File: config.mk
export PLATFORM = sky130hd
export DESIGN_NAME = mux8way_arbiter_flat
export DESIGN_NICKNAME = d
export VERILOG_FILES = /design/src/rtl/mux8way_arbiter_if.sv /design/src/rtl/mux8way_arbiter.sv /design/src/flat_wrapper.sv
export SDC_FILE = /design/constraint.sdc
export NUM_CORES = 1
export LEC_CHECK = 0
export CORE_MARGIN = 5
export CORE_UTILIZATION = 41
export DETAILED_ROUTE_END_ITERATION = 10
export GPL_TIMING_DRIVEN = 0
export PLACE_DENSITY_LB_ADDON = 0.3
export SLEW_MARGIN = 10
export SYNTH_ARGS = -nofsm -noshare
export SYNTH_HDL_FRONTEND = slang
export SYNTH_SLANG_ARGS = --single-unit
File: constraint.sdc
create_clock -name clk -period 4.9 [get_ports clk]
set_input_delay 0.98 -clock clk [delete_from_list [all_inputs] [get_ports clk]]
set_output_delay 0.98 -clock clk [all_outputs]
set_load 0.005 [all_outputs]
File: src/rtl/mux8way_arbiter_if.sv
// Bundle for the eight producer channels and the single merged consumer stream.
// The arbiter takes the slave view; the producer/consumer side takes the master view.
interface mux8way_arbiter_if #(
    parameter int WIDTH = 16
);
    logic [WIDTH-1:0] inA;
    logic [WIDTH-1:0] inB;
    logic [WIDTH-1:0] inC;
    logic [WIDTH-1:0] inD;
    logic [WIDTH-1:0] inE;
    logic [WIDTH-1:0] inF;
    logic [WIDTH-1:0] inG;
    logic [WIDTH-1:0] inH;
    logic [7:0]       inValid;
    logic [7:0]       inReady;
    logic [WIDTH-1:0] out;
    logic             outValid;
    logic             outReady;
    logic [2:0]       select;

    modport slave (
        input  inA, inB, inC, inD, inE, inF, inG, inH,
        input  inValid, outReady,
        output inReady, out, outValid, select
    );

    modport master (
        output inA, inB, inC, inD, inE, inF, inG, inH,
        output inValid, outReady,
        input  inReady, out, outValid, select
    );
endinterface

File: src/rtl/mux8way_arbiter.sv
// Round-robin 8:1 merge of valid/ready channels into one registered output word.
// The output word is tagged with its source index (0=A .. 7=H) so responses can be routed back.
module mux8way_arbiter #(
    parameter int WIDTH = 16
) (
    input  logic                clk,
    input  logic                rst_n,
    mux8way_arbiter_if.slave    bus
);
    typedef enum logic [0:0] {
        EMPTY = 1'b0,
        FULL  = 1'b1
    } state_t;

    state_t           stateR;
    logic [2:0]       ptrR;
    logic [WIDTH-1:0] outR;
    logic [2:0]       selectR;
    logic             outValidR;

    logic [WIDTH-1:0] inData [8];
    logic             loadS;
    logic             grantFoundS;
    logic [2:0]       grantIdxS;
    logic [2:0]       scanIdxS;
    logic [7:0]       inReadyS;

    assign inData[0] = bus.inA;
    assign inData[1] = bus.inB;
    assign inData[2] = bus.inC;
    assign inData[3] = bus.inD;
    assign inData[4] = bus.inE;
    assign inData[5] = bus.inF;
    assign inData[6] = bus.inG;
    assign inData[7] = bus.inH;

    // The output register can take a new word when empty or when its word leaves this cycle.
    assign loadS = (stateR == EMPTY) || bus.outReady;

    // Find the first valid channel scanning upward from the round-robin pointer, wrapping H to A.
    always_comb begin
        grantFoundS = 1'b0;
        grantIdxS   = 3'd0;
        scanIdxS    = 3'd0;
        for (int k = 0; k < 8; k++) begin
            scanIdxS = ptrR + 3'(k);
            if (!grantFoundS && bus.inValid[scanIdxS]) begin
                grantFoundS = 1'b1;
                grantIdxS   = scanIdxS;
            end else begin
                grantFoundS = grantFoundS;
            end
        end
    end

    // Accept strobe: one-hot on the granted channel, held low while in reset so nothing is lost.
    always_comb begin
        inReadyS = 8'd0;
        if (rst_n && loadS && grantFoundS) begin
            inReadyS = 8'd1 << grantIdxS;
        end else begin
            inReadyS = 8'd0;
        end
    end

    assign bus.inReady  = inReadyS;
    assign bus.out      = outR;
    assign bus.select   = selectR;
    assign bus.outValid = outValidR;

    // Output register FSM: capture the granted word, drain on outReady, hold under backpressure.
    always_ff @(posedge clk or negedge rst_n) begin
        if (!rst_n) begin
            stateR    <= EMPTY;
            ptrR      <= 3'd0;
            outR      <= {WIDTH{1'b0}};
            selectR   <= 3'd0;
            outValidR <= 1'b0;
        end else begin
            case (stateR)
                EMPTY: begin
                    if (grantFoundS) begin
                        stateR    <= FULL;
                        outR      <= inData[grantIdxS];
                        selectR   <= grantIdxS;
                        outValidR <= 1'b1;
                        ptrR      <= grantIdxS + 3'd1;
                    end else begin
                        stateR    <= EMPTY;
                        outValidR <= 1'b0;
                    end
                end
                FULL: begin
                    if (bus.outReady && grantFoundS) begin
                        stateR    <= FULL;
                        outR      <= inData[grantIdxS];
                        selectR   <= grantIdxS;
                        outValidR <= 1'b1;
                        ptrR      <= grantIdxS + 3'd1;
                    end else if (bus.outReady) begin
                        stateR    <= EMPTY;
                        outValidR <= 1'b0;
                    end else begin
                        stateR    <= FULL;
                        outValidR <= 1'b1;
                    end
                end
                default: begin
                    stateR    <= EMPTY;
                    outValidR <= 1'b0;
                end
            endcase
        end
    end
endmodule

File: src/flat_wrapper.sv
// flat-port wrapper written by rule: the top's interface ports become plain ports
module mux8way_arbiter_flat 
#(
    parameter int WIDTH = 16
)
  (clk, rst_n, bus_inA, bus_inB, bus_inC, bus_inD, bus_inE, bus_inF, bus_inG, bus_inH, bus_inValid, bus_outReady, bus_inReady, bus_out, bus_outValid, bus_select);
  mux8way_arbiter_if #(.WIDTH(WIDTH)) bus_i ();
  input  logic clk;
  input  logic rst_n;
  input wire logic [$bits(bus_i.inA)-1:0] bus_inA;
  input wire logic [$bits(bus_i.inB)-1:0] bus_inB;
  input wire logic [$bits(bus_i.inC)-1:0] bus_inC;
  input wire logic [$bits(bus_i.inD)-1:0] bus_inD;
  input wire logic [$bits(bus_i.inE)-1:0] bus_inE;
  input wire logic [$bits(bus_i.inF)-1:0] bus_inF;
  input wire logic [$bits(bus_i.inG)-1:0] bus_inG;
  input wire logic [$bits(bus_i.inH)-1:0] bus_inH;
  input wire logic [$bits(bus_i.inValid)-1:0] bus_inValid;
  input wire logic [$bits(bus_i.outReady)-1:0] bus_outReady;
  output wire logic [$bits(bus_i.inReady)-1:0] bus_inReady;
  output wire logic [$bits(bus_i.out)-1:0] bus_out;
  output wire logic [$bits(bus_i.outValid)-1:0] bus_outValid;
  output wire logic [$bits(bus_i.select)-1:0] bus_select;
  assign bus_i.inA = bus_inA;
  assign bus_i.inB = bus_inB;
  assign bus_i.inC = bus_inC;
  assign bus_i.inD = bus_inD;
  assign bus_i.inE = bus_inE;
  assign bus_i.inF = bus_inF;
  assign bus_i.inG = bus_inG;
  assign bus_i.inH = bus_inH;
  assign bus_i.inValid = bus_inValid;
  assign bus_i.outReady = bus_outReady;
  assign bus_inReady = bus_i.inReady;
  assign bus_out = bus_i.out;
  assign bus_outValid = bus_i.outValid;
  assign bus_select = bus_i.select;
  mux8way_arbiter #(.WIDTH(WIDTH)) u_core (.clk(clk), .rst_n(rst_n), .bus(bus_i));
endmodule
==> flow_summary.rst, run 1 <==
.. list-table::
   :header-rows: 1

   * - Metric
     - Value
   * - Run status
     - complete, no violations
   * - Number of H-tree levels
     - 1
   * - Final global-route overflow total
     - 0
   * - Worst Setup End Kind
     - output port
   * - Setup total negative slack
     - 0 ps
   * - Max cap viols
     - 0
   * - Mean number of vias per cell
     - 6.240
   * - Antenna-violating nets left
     - 0
   * - Port-buffer cells
     - 166
   * - Unique cell type count in the Yosys netlist
     - 60
   * - Starting DRT DRC Count
     - 259
   * - CP bufs+invs
     - 4
   * - Final critical-path share of the clock period
     - 0.9798
   * - Starting density of the core
     - 0.4203
   * - Detail Placement HPWL
     - 11,830 um
   * - Worst-path cell with the longest stage delay
     - sky130_fd_sc_hd__mux4_2
   * - Final Critical Period
     - 4801 ps
   * - Vias in the first global route
     - 4,103
   * - Die Footprint
     - 9802 um2
   * - Cell internal pwr
     - 2.658 mW
   * - Syn nets
     - 531
   * - Worst slack on hold paths
     - 482.1 ps
   * - Post-synthesis cell count
     - 389
   * - Post-synthesis sequential element count
     - 23
   * - Required time of the worst setup path
     - 3920 ps
   * - Share of power burned in registers
     - 0.066
   * - FMAX
     - 208.3 MHz
   * - Yosys warning count
     - 0
   * - Predominant post-synthesis flop cell
     - sky130_fd_sc_hd__dfrtp_1
   * - TritonCTS Buffers
     - 3
   * - Overall fraction of global-route tracks in use
     - 0.2950
   * - Die Height
     - 99.01 um
   * - P_sw
     - 2.876 mW
   * - Antenna violations before repair
     - 0
   * - Family of cells with the greatest summed delay on the critical path
     - buffers and inverters
   * - Die Width
     - 99.01 um
   * - Fraction of final layout cells sized beyond drive strength 1
     - 0.1906
   * - Longest individual stage delay on the worst path
     - 520 ps
   * - Final setup violating endpoints
     - 0
   * - DP Cell Count
     - 657
   * - Commonest non-fill, non-tap cell in the layout
     - sky130_fd_sc_hd__clkdlybuf4s50_1
   * - Largest net degree at the start of global routing
     - 27
   * - DR DRC count
     - 0
   * - Worst-case headroom to the max-slew limit
     - 0.4405
   * - Synth-to-layout area growth
     - 71.84%
   * - Worst clock skew
     - 3.829 ps
   * - Netlist area before placement
     - 3248 um2
   * - Placeable core region
     - 7727 um2
   * - Most frequent cell on the critical path
     - sky130_fd_sc_hd__dlygate4sd2_1
   * - Slew @ Worst Pin
     - 818.1 ps
   * - Library cell used as clock root buffer
     - sky130_fd_sc_hd__clkbuf_8
   * - Number of clock sinks
     - 23
   * - Ports placed on the boundary
     - 167
   * - Vias post-DR
     - 4,337
   * - Portion of the post-synthesis area used by sequential elements
     - 0.1772
   * - Clock tree from TritonCTS
     - built
   * - Type of the tightest min-delay check
     - reg2reg
   * - Total number of placement rows
     - 32
   * - Final-report max-slew violation count
     - 0
   * - Part of the power in the clock network
     - 0.023
   * - Clock latency on the worst-skew pair
     - 270 ps
   * - EDFF count, synth
     - 0
   * - Wire length of the first global-routing pass
     - 23,090 um
   * - Most used cells in the layout excluding fill and tap cells
     - 149 x sky130_fd_sc_hd__clkdlybuf4s50_1, 66 x sky130_fd_sc_hd__and3_1, 41 x sky130_fd_sc_hd__buf_4
   * - Final hold viol count
     - 0
   * - Maximum buffer depth of the clock tree
     - 2
   * - Power share of the combinational group
     - 0.911
   * - Static Leak
     - 2.299 nW
   * - Power per cell area
     - 991.3 nW/um2
   * - Peak VDD IR
     - 0.0004765 V
   * - Post-layout nets
     - 736
   * - Mean Syn Cell Area
     - 8.350 um2
   * - Initial DRT Pass Iterations
     - 5
   * - Net switching fraction of the power
     - 0.5197
   * - Arrival time at the worst endpoint
     - 3820 ps
   * - Global placer's final weighted congestion
     - 0.9737
   * - CP cell instances
     - dlygate4sd2_1, mux4_2, mux2_4, buf_4, nor2b_1, o22ai_1, a32oi_2, or2_1, buf_12, nor2_4, ha_1, and3_1, dlygate4sd2_1
   * - Total wire length after detailed routing
     - 15,590 um
   * - Critical path peak fanout
     - 12
   * - Number of antenna cells inserted
     - 0
   * - Clock transition at the registers of the reported paths
     - 100 ps
   * - Hold buffer count at cts
     - 0
   * - Post-layout instance count excluding filler cells
     - 695
   * - Asr flop ratio synth
     - 1.000
   * - WL/cell
     - 22.44 um
   * - Startpoint-to-endpoint class of the critical path
     - in2out
   * - Critical path startpoint category
     - input port
-- state kept, by name, summed over array words and instances, names as in the netlist --
register,flops
u_core.stateR,1
u_core.bus.out,16
u_core.bus.select,3
u_core.ptrR,3
-- power groups by stage --
stage	Clock (mW)	Sequential, mW	Combinational [mW]
2_1_floorplan	0	0.360	2.74
5_1_grt	0.129	0.372	5.35
3_3_place_gp	0	0.361	3.92
4_1_cts	0.125	0.359	4.44
3_5_place_dp	0	0.365	3.98
6_report	0.128	0.362	5.04
-- worst min-delay path, stage by stage, from the launching register on --
cell                      delay, ps
sky130_fd_sc_hd__dfrtp_1        350
sky130_fd_sc_hd__nand2_1         50
sky130_fd_sc_hd__o41ai_1         50
-- Yosys cell counts, types with 2 or more instances --
| library cell | n | area share |
|---|---|---|
| sky130_fd_sc_hd__and2_1 | 3 | 0.0058 |
| sky130_fd_sc_hd__nand2_1 | 28 | 0.032 |
| sky130_fd_sc_hd__mux4_2 | 8 | 0.055 |
| sky130_fd_sc_hd__o21ai_0 | 7 | 0.011 |
| sky130_fd_sc_hd__dfrtp_1 | 23 | 0.18 |
| sky130_fd_sc_hd__mux2_2 | 4 | 0.014 |
| sky130_fd_sc_hd__a2111oi_0 | 32 | 0.086 |
| sky130_fd_sc_hd__nor2_1 | 19 | 0.022 |
| sky130_fd_sc_hd__mux2i_1 | 9 | 0.028 |
| sky130_fd_sc_hd__o31ai_1 | 2 | 0.0046 |
| sky130_fd_sc_hd__a21boi_0 | 11 | 0.025 |
| sky130_fd_sc_hd__and3_1 | 66 | 0.13 |
| sky130_fd_sc_hd__nor2b_1 | 4 | 0.0077 |
| sky130_fd_sc_hd__buf_6 | 10 | 0.035 |
| sky130_fd_sc_hd__ha_1 | 3 | 0.012 |
| sky130_fd_sc_hd__a21oi_1 | 9 | 0.014 |
| sky130_fd_sc_hd__nand4_1 | 2 | 0.0039 |
| sky130_fd_sc_hd__o41ai_1 | 33 | 0.089 |
| sky130_fd_sc_hd__nand3_1 | 5 | 0.0077 |
| sky130_fd_sc_hd__clkbuf_1 | 28 | 0.032 |
| sky130_fd_sc_hd__buf_2 | 4 | 0.0062 |
| sky130_fd_sc_hd__inv_1 | 6 | 0.0069 |
| sky130_fd_sc_hd__buf_4 | 3 | 0.0069 |
| sky130_fd_sc_hd__o21ai_1 | 3 | 0.0046 |
| sky130_fd_sc_hd__o32a_1 | 2 | 0.0062 |
| sky130_fd_sc_hd__mux4_1 | 2 | 0.016 |
| sky130_fd_sc_hd__a21boi_1 | 5 | 0.012 |
| sky130_fd_sc_hd__a211oi_1 | 18 | 0.042 |
| sky130_fd_sc_hd__mux2_4 | 2 | 0.0092 |
| sky130_fd_sc_hd__nor4_1 | 3 | 0.0058 |
| sky130_fd_sc_hd__or2_1 | 2 | 0.0039 |
| sky130_fd_sc_hd__nand2b_1 | 5 | 0.0096 |
-- stage by stage --
step	cell area, um2	total power [mW]	util	worst slack [ps]
global route	5582	5.856	0.7223	-34.45
global placement	5037	4.277	0.6519	-792.5
finish	5582	5.533	0.7223	99.20
floorplan	3248	3.102	-	349.7
detailed placement	5037	4.349	0.6519	-856.4
CTS	5338	4.920	0.6907	-50.96
-- final cells by class --
class                   count  area, um2
flip-flops and latches     23      576.8
multi-input cells         313       2547
repair buffers            205       1952
fillers                   606       2146
well taps                 102      127.6
plain buffers              41      294.0
clock buffers               4      45.04
inverters                   7      38.79
-- final timing paths --
check	startpoint	to	slack (ps)	cells after the start
setup / recovery	bus_inValid[7]	bus_inReady[7]	100	13
hold / removal	u_core.bus.out[13]$_DFFE_PN0P_	u_core.bus.out[13]$_DFFE_PN0P_	480	2
setup reg to reg	u_core.ptrR[0]$_DFFE_PN0P_	u_core.bus.out[13]$_DFFE_PN0P_	760	15
hold reg to reg	u_core.bus.out[13]$_DFFE_PN0P_	u_core.bus.out[13]$_DFFE_PN0P_	480	2
max in group asynchronous	rst_n	u_core.ptrR[0]$_DFFE_PN0P_	3710	1
min in group asynchronous	rst_n	u_core.bus.select[2]$_DFFE_PN0P_	730	1
-- metal layers --
metal	global-route usage	wire (um)	up-vias
met3	0.05520	1470	31
met5	0	0	-
met4	0.07668	402	0
li1	-	-	1984
met2	0.4948	7403	252
met1	0.3895	6315	2070
-- cells by family (layout without fill, tap and decap cells) --
kind of cell / Yosys count / after routing / share of synthesized area
simple gates: 147 / 147 / 0.2508
compound gates: 136 / 136 / 0.3374
buf+inv: 53 / 257 / 0.09515
mux: 25 / 25 / 0.1225
flops: 23 / 23 / 0.1772
fa+ha+maj: 3 / 3 / 0.01156
xor+xnor: 2 / 2 / 0.005394
-- repair_timing --
action	4_1_cts	5_1_grt
pin swaps	9	11
gates resized for setup	62	19
buffers inserted	15	24
endpoints found under the setup margin	9	7
Power figures use the tool's default switching activity.
==> inputs of run 2 (changes only) <==
--- a/config.mk
+++ b/config.mk
@@ -8,3 +8,3 @@
 export CORE_MARGIN = 5
-export CORE_UTILIZATION = 41
+export CORE_UTILIZATION = 37
 export DETAILED_ROUTE_END_ITERATION = 10
==> constraint.sdc (replaced) <==
create_clock -name clk -period 4.35 [get_ports clk]
set_input_delay 0.87 -clock clk [delete_from_list [all_inputs] [get_ports clk]]
set_output_delay 0.87 -clock clk [all_outputs]
set_load 0.05 [all_outputs]
==> flow_summary.rst, run 2 (synthesized netlist as in run 1, its figures left out) <==
.. list-table::
   :header-rows: 1

   * - Metric
     - Value
   * - Worst clock skew
     - 5.160 ps (+1.331 ps)
   * - Mean number of vias per cell
     - 6.222 (-0.29%)
   * - CP cell instances
     - buf_8, buf_8, inv_6, ha_4, clkbuf_8, mux4_2, mux2_2, nor2_1, o22ai_1, a32oi_2, or2_1, buf_12, nor2_4, ha_2, and3_4, buf_8
   * - Final critical-path share of the clock period
     - 1.027
   * - Antenna violations before repair
     - 0 (unchanged)
   * - WL/cell
     - 23.01 um (+2.6%)
   * - Number of antenna cells inserted
     - 0 (unchanged)
   * - Clock tree from TritonCTS
     - built
   * - Global placer's final weighted congestion
     - 0.9133 (-6.2%)
   * - Overall fraction of global-route tracks in use
     - 0.2796 (-0.01536)
   * - Final global-route overflow total
     - 0 (unchanged)
   * - Final setup violating endpoints
     - 2 (+2)
   * - Port-buffer cells
     - 166 (unchanged)
   * - Cell area after layout
     - 5703 um2 (+2.2%)
   * - Type of the tightest min-delay check
     - reg2reg
   * - Arrival time at the worst endpoint
     - 3600 ps (-220 ps)
   * - Ports placed on the boundary
     - 167 (unchanged)
   * - Met2 Wirelength
     - 7904 um (+6.8%)
   * - Vias in the first global route
     - 4,298 (+4.8%)
   * - Worst Setup End Kind
     - output port
   * - Flip-flop count of the largest register, all copies and words added
     - 16 (unchanged)
   * - Unrepaired setup endpoints after global routing
     - yes
   * - Die Footprint
     - 10,750 um2 (+9.7%)
   * - Fraction of final layout cells sized beyond drive strength 1
     - 0.2203 (+0.02978)
   * - Final hold viol count
     - 0 (unchanged)
   * - Commonest non-fill, non-tap cell in the layout
     - sky130_fd_sc_hd__clkdlybuf4s50_1
   * - Highest Signal Layer
     - met4
   * - Total wire length after detailed routing
     - 16,060 um (+3.0%)
   * - Placeable core region
     - 8636 um2 (+12%)
   * - Clock latency on the worst-skew pair
     - 290 ps (+20 ps)
   * - Startpoint-to-endpoint class of the critical path
     - reg2out
   * - Clock transition at the registers of the reported paths
     - 100 ps (about the same)
   * - Number of H-tree levels
     - 1 (unchanged)
   * - Final-report max-slew violation count
     - 0 (unchanged)
   * - DR DRC count
     - 0 (unchanged)
   * - Hold buffer count at cts
     - 0 (unchanged)
   * - Run status
     - finished, violations left
   * - DP Area
     - 5185 um2 (+2.9%)
   * - Worst-path cell with the longest stage delay
     - sky130_fd_sc_hd__dfrtp_2
   * - Final setup slack of the worst path
     - -116.7 ps (-215.9 ps)
   * - Largest net degree at the start of global routing
     - 27 (unchanged)
   * - Failing checks
     - setup timing
   * - Detail Placement HPWL
     - 12,070 um (+2.0%)
   * - Most frequent cell on the critical path
     - sky130_fd_sc_hd__buf_8
   * - Critical path startpoint category
     - flip-flop
   * - Worst-case headroom to the max-slew limit
     - 0.3905 (-0.05001)
   * - Die Height
     - 103.7 um (+4.7%)
   * - Routed length on met1
     - 6756 um (+7.0%)
   * - Starting density of the core
     - 0.3761 (-0.04421)
   * - Max cap viols
     - 0 (unchanged)
   * - Longest individual stage delay on the worst path
     - 450 ps (-70 ps)
   * - Most used cells in the layout excluding fill and tap cells
     - 149 x sky130_fd_sc_hd__clkdlybuf4s50_1, 65 x sky130_fd_sc_hd__and3_1, 36 x sky130_fd_sc_hd__buf_4
   * - Post-layout nets
     - 733 (-0.41%)
   * - Vias post-DR
     - 4,343 (+0.14%)
   * - TritonCTS Buffers
     - 3 (unchanged)
   * - Met3 wire len
     - 1207 um (-18%)
   * - Library cell used as clock root buffer
     - sky130_fd_sc_hd__clkbuf_8
   * - Initial DRT Pass Iterations
     - 5 (unchanged)
   * - Antenna-violating nets left
     - 0 (unchanged)
   * - Starting DRT DRC Count
     - 309 (+19%)
   * - Final Critical Period
     - 4467 ps
   * - Maximum buffer depth of the clock tree
     - 2 (unchanged)
   * - FMAX
     - 223.9 MHz
   * - Critical path peak fanout
     - 10 (-2)
   * - Total number of placement rows
     - 34 (+6.3%)
   * - Die Width
     - 103.7 um (+4.7%)
   * - Synth-to-layout area growth
     - 75.58%
   * - Slew @ Worst Pin
     - 891.2 ps (+73.12 ps)
   * - Number of clock sinks
     - 23 (unchanged)
   * - Wire length of the first global-routing pass
     - 24,510 um (+6.2%)
   * - Required time of the worst setup path
     - 3480 ps (-440 ps)
==> run 2: cell count changes in the layout (fill, tap and decap cells not counted), moves of 4 or more <==
| cell | previous run | this run |
|---|---|---|
| sky130_fd_sc_hd__nor2_4 | 3 | 8 |
| sky130_fd_sc_hd__nor2_1 | 15 | 10 |
| sky130_fd_sc_hd__buf_6 | 10 | 14 |
| sky130_fd_sc_hd__dlymetal6s2s_1 | 4 | 0 |
| sky130_fd_sc_hd__buf_4 | 41 | 36 |
==> run 2: worst max-delay path, delay by kind of cell, from the launching register on <==
| kind | cells | cell delay, ps |
|---|---|---|
| muxes | 2 | 770 |
| buffers and inverters | 6 | 730 |
| and+or+nand+nor | 4 | 630 |
| DFF | 1 | 450 |
| adders and majority gates | 2 | 380 |
| AOI/OAI and AO/OA | 2 | 340 |
==> run 2: worst paths after layout <==
path                            slack (ps)  cells past startpoint                             end                           from
worst max-delay path                  -120                     16                  bus_inReady[7]     u_core.ptrR[0]$_DFFE_PN0P_
worst min-delay path                   500                      2   u_core.bus.out[6]$_DFFE_PN0P_  u_core.bus.out[6]$_DFFE_PN0P_
worst max register to register         180                     14  u_core.bus.out[10]$_DFFE_PN0P_     u_core.ptrR[1]$_DFFE_PN0P_
worst min register to register         500                      2   u_core.bus.out[6]$_DFFE_PN0P_  u_core.bus.out[6]$_DFFE_PN0P_
max in group asynchronous             3280                      1      u_core.ptrR[0]$_DFFE_PN0P_                          rst_n
min in group asynchronous              610                      1      u_core.ptrR[2]$_DFFE_PN0P_                          rst_n
==> run 2: layer usage <==
layer  vias up  global-route usage
li1       1983                   -
met1      2095              0.3712
met2       254              0.4740
met3        11             0.05162
met4         0             0.05735
met5         -                   0
==> run 2: per-stage QoR <==
stage	hold WS, ps	cells	utilization	TNS, ps	setup WS [ps]
2_1_floorplan	574.4	389	-	0	8.166
6_report	495.9	698	0.6604	-156.2	-116.7
3_3_place_gp	455.2	663	0.6010	-11360	-1440
3_5_place_dp	469.5	663	0.6004	-12560	-1459
4_1_cts	493.8	696	0.6540	-61.60	-61.36
5_1_grt	520.3	698	0.6604	-1109	-220.3
==> run 2: final cells by class <==
| cell class | count | area (um2) |
|---|---|---|
| Fill cell | 745 | 2933 |
| Multi-Input combinational cell | 313 | 2631 |
| Timing Repair Buffer | 202 | 1943 |
| Sequential cell | 23 | 576.8 |
| Buffer | 41 | 327.8 |
| Tap cell | 108 | 135.1 |
| Inverter | 7 | 42.54 |
| Clock buffer | 3 | 41.29 |
| Clock inverter | 1 | 5.005 |
==> run 2: timing repair <==
item | 4_1_cts | 5_1_grt
pin swaps | 16 | 4
endpoints found under the hold margin | 0 | 0
resized for setup | 112 | 10
setup endpoints to repair | 12 | 8
buffers inserted | 33 | 3
Power of run 2 is left out: the tool's default activity adds up to more than one toggle a clock period on the data nets, which glitch-free logic cannot reach.
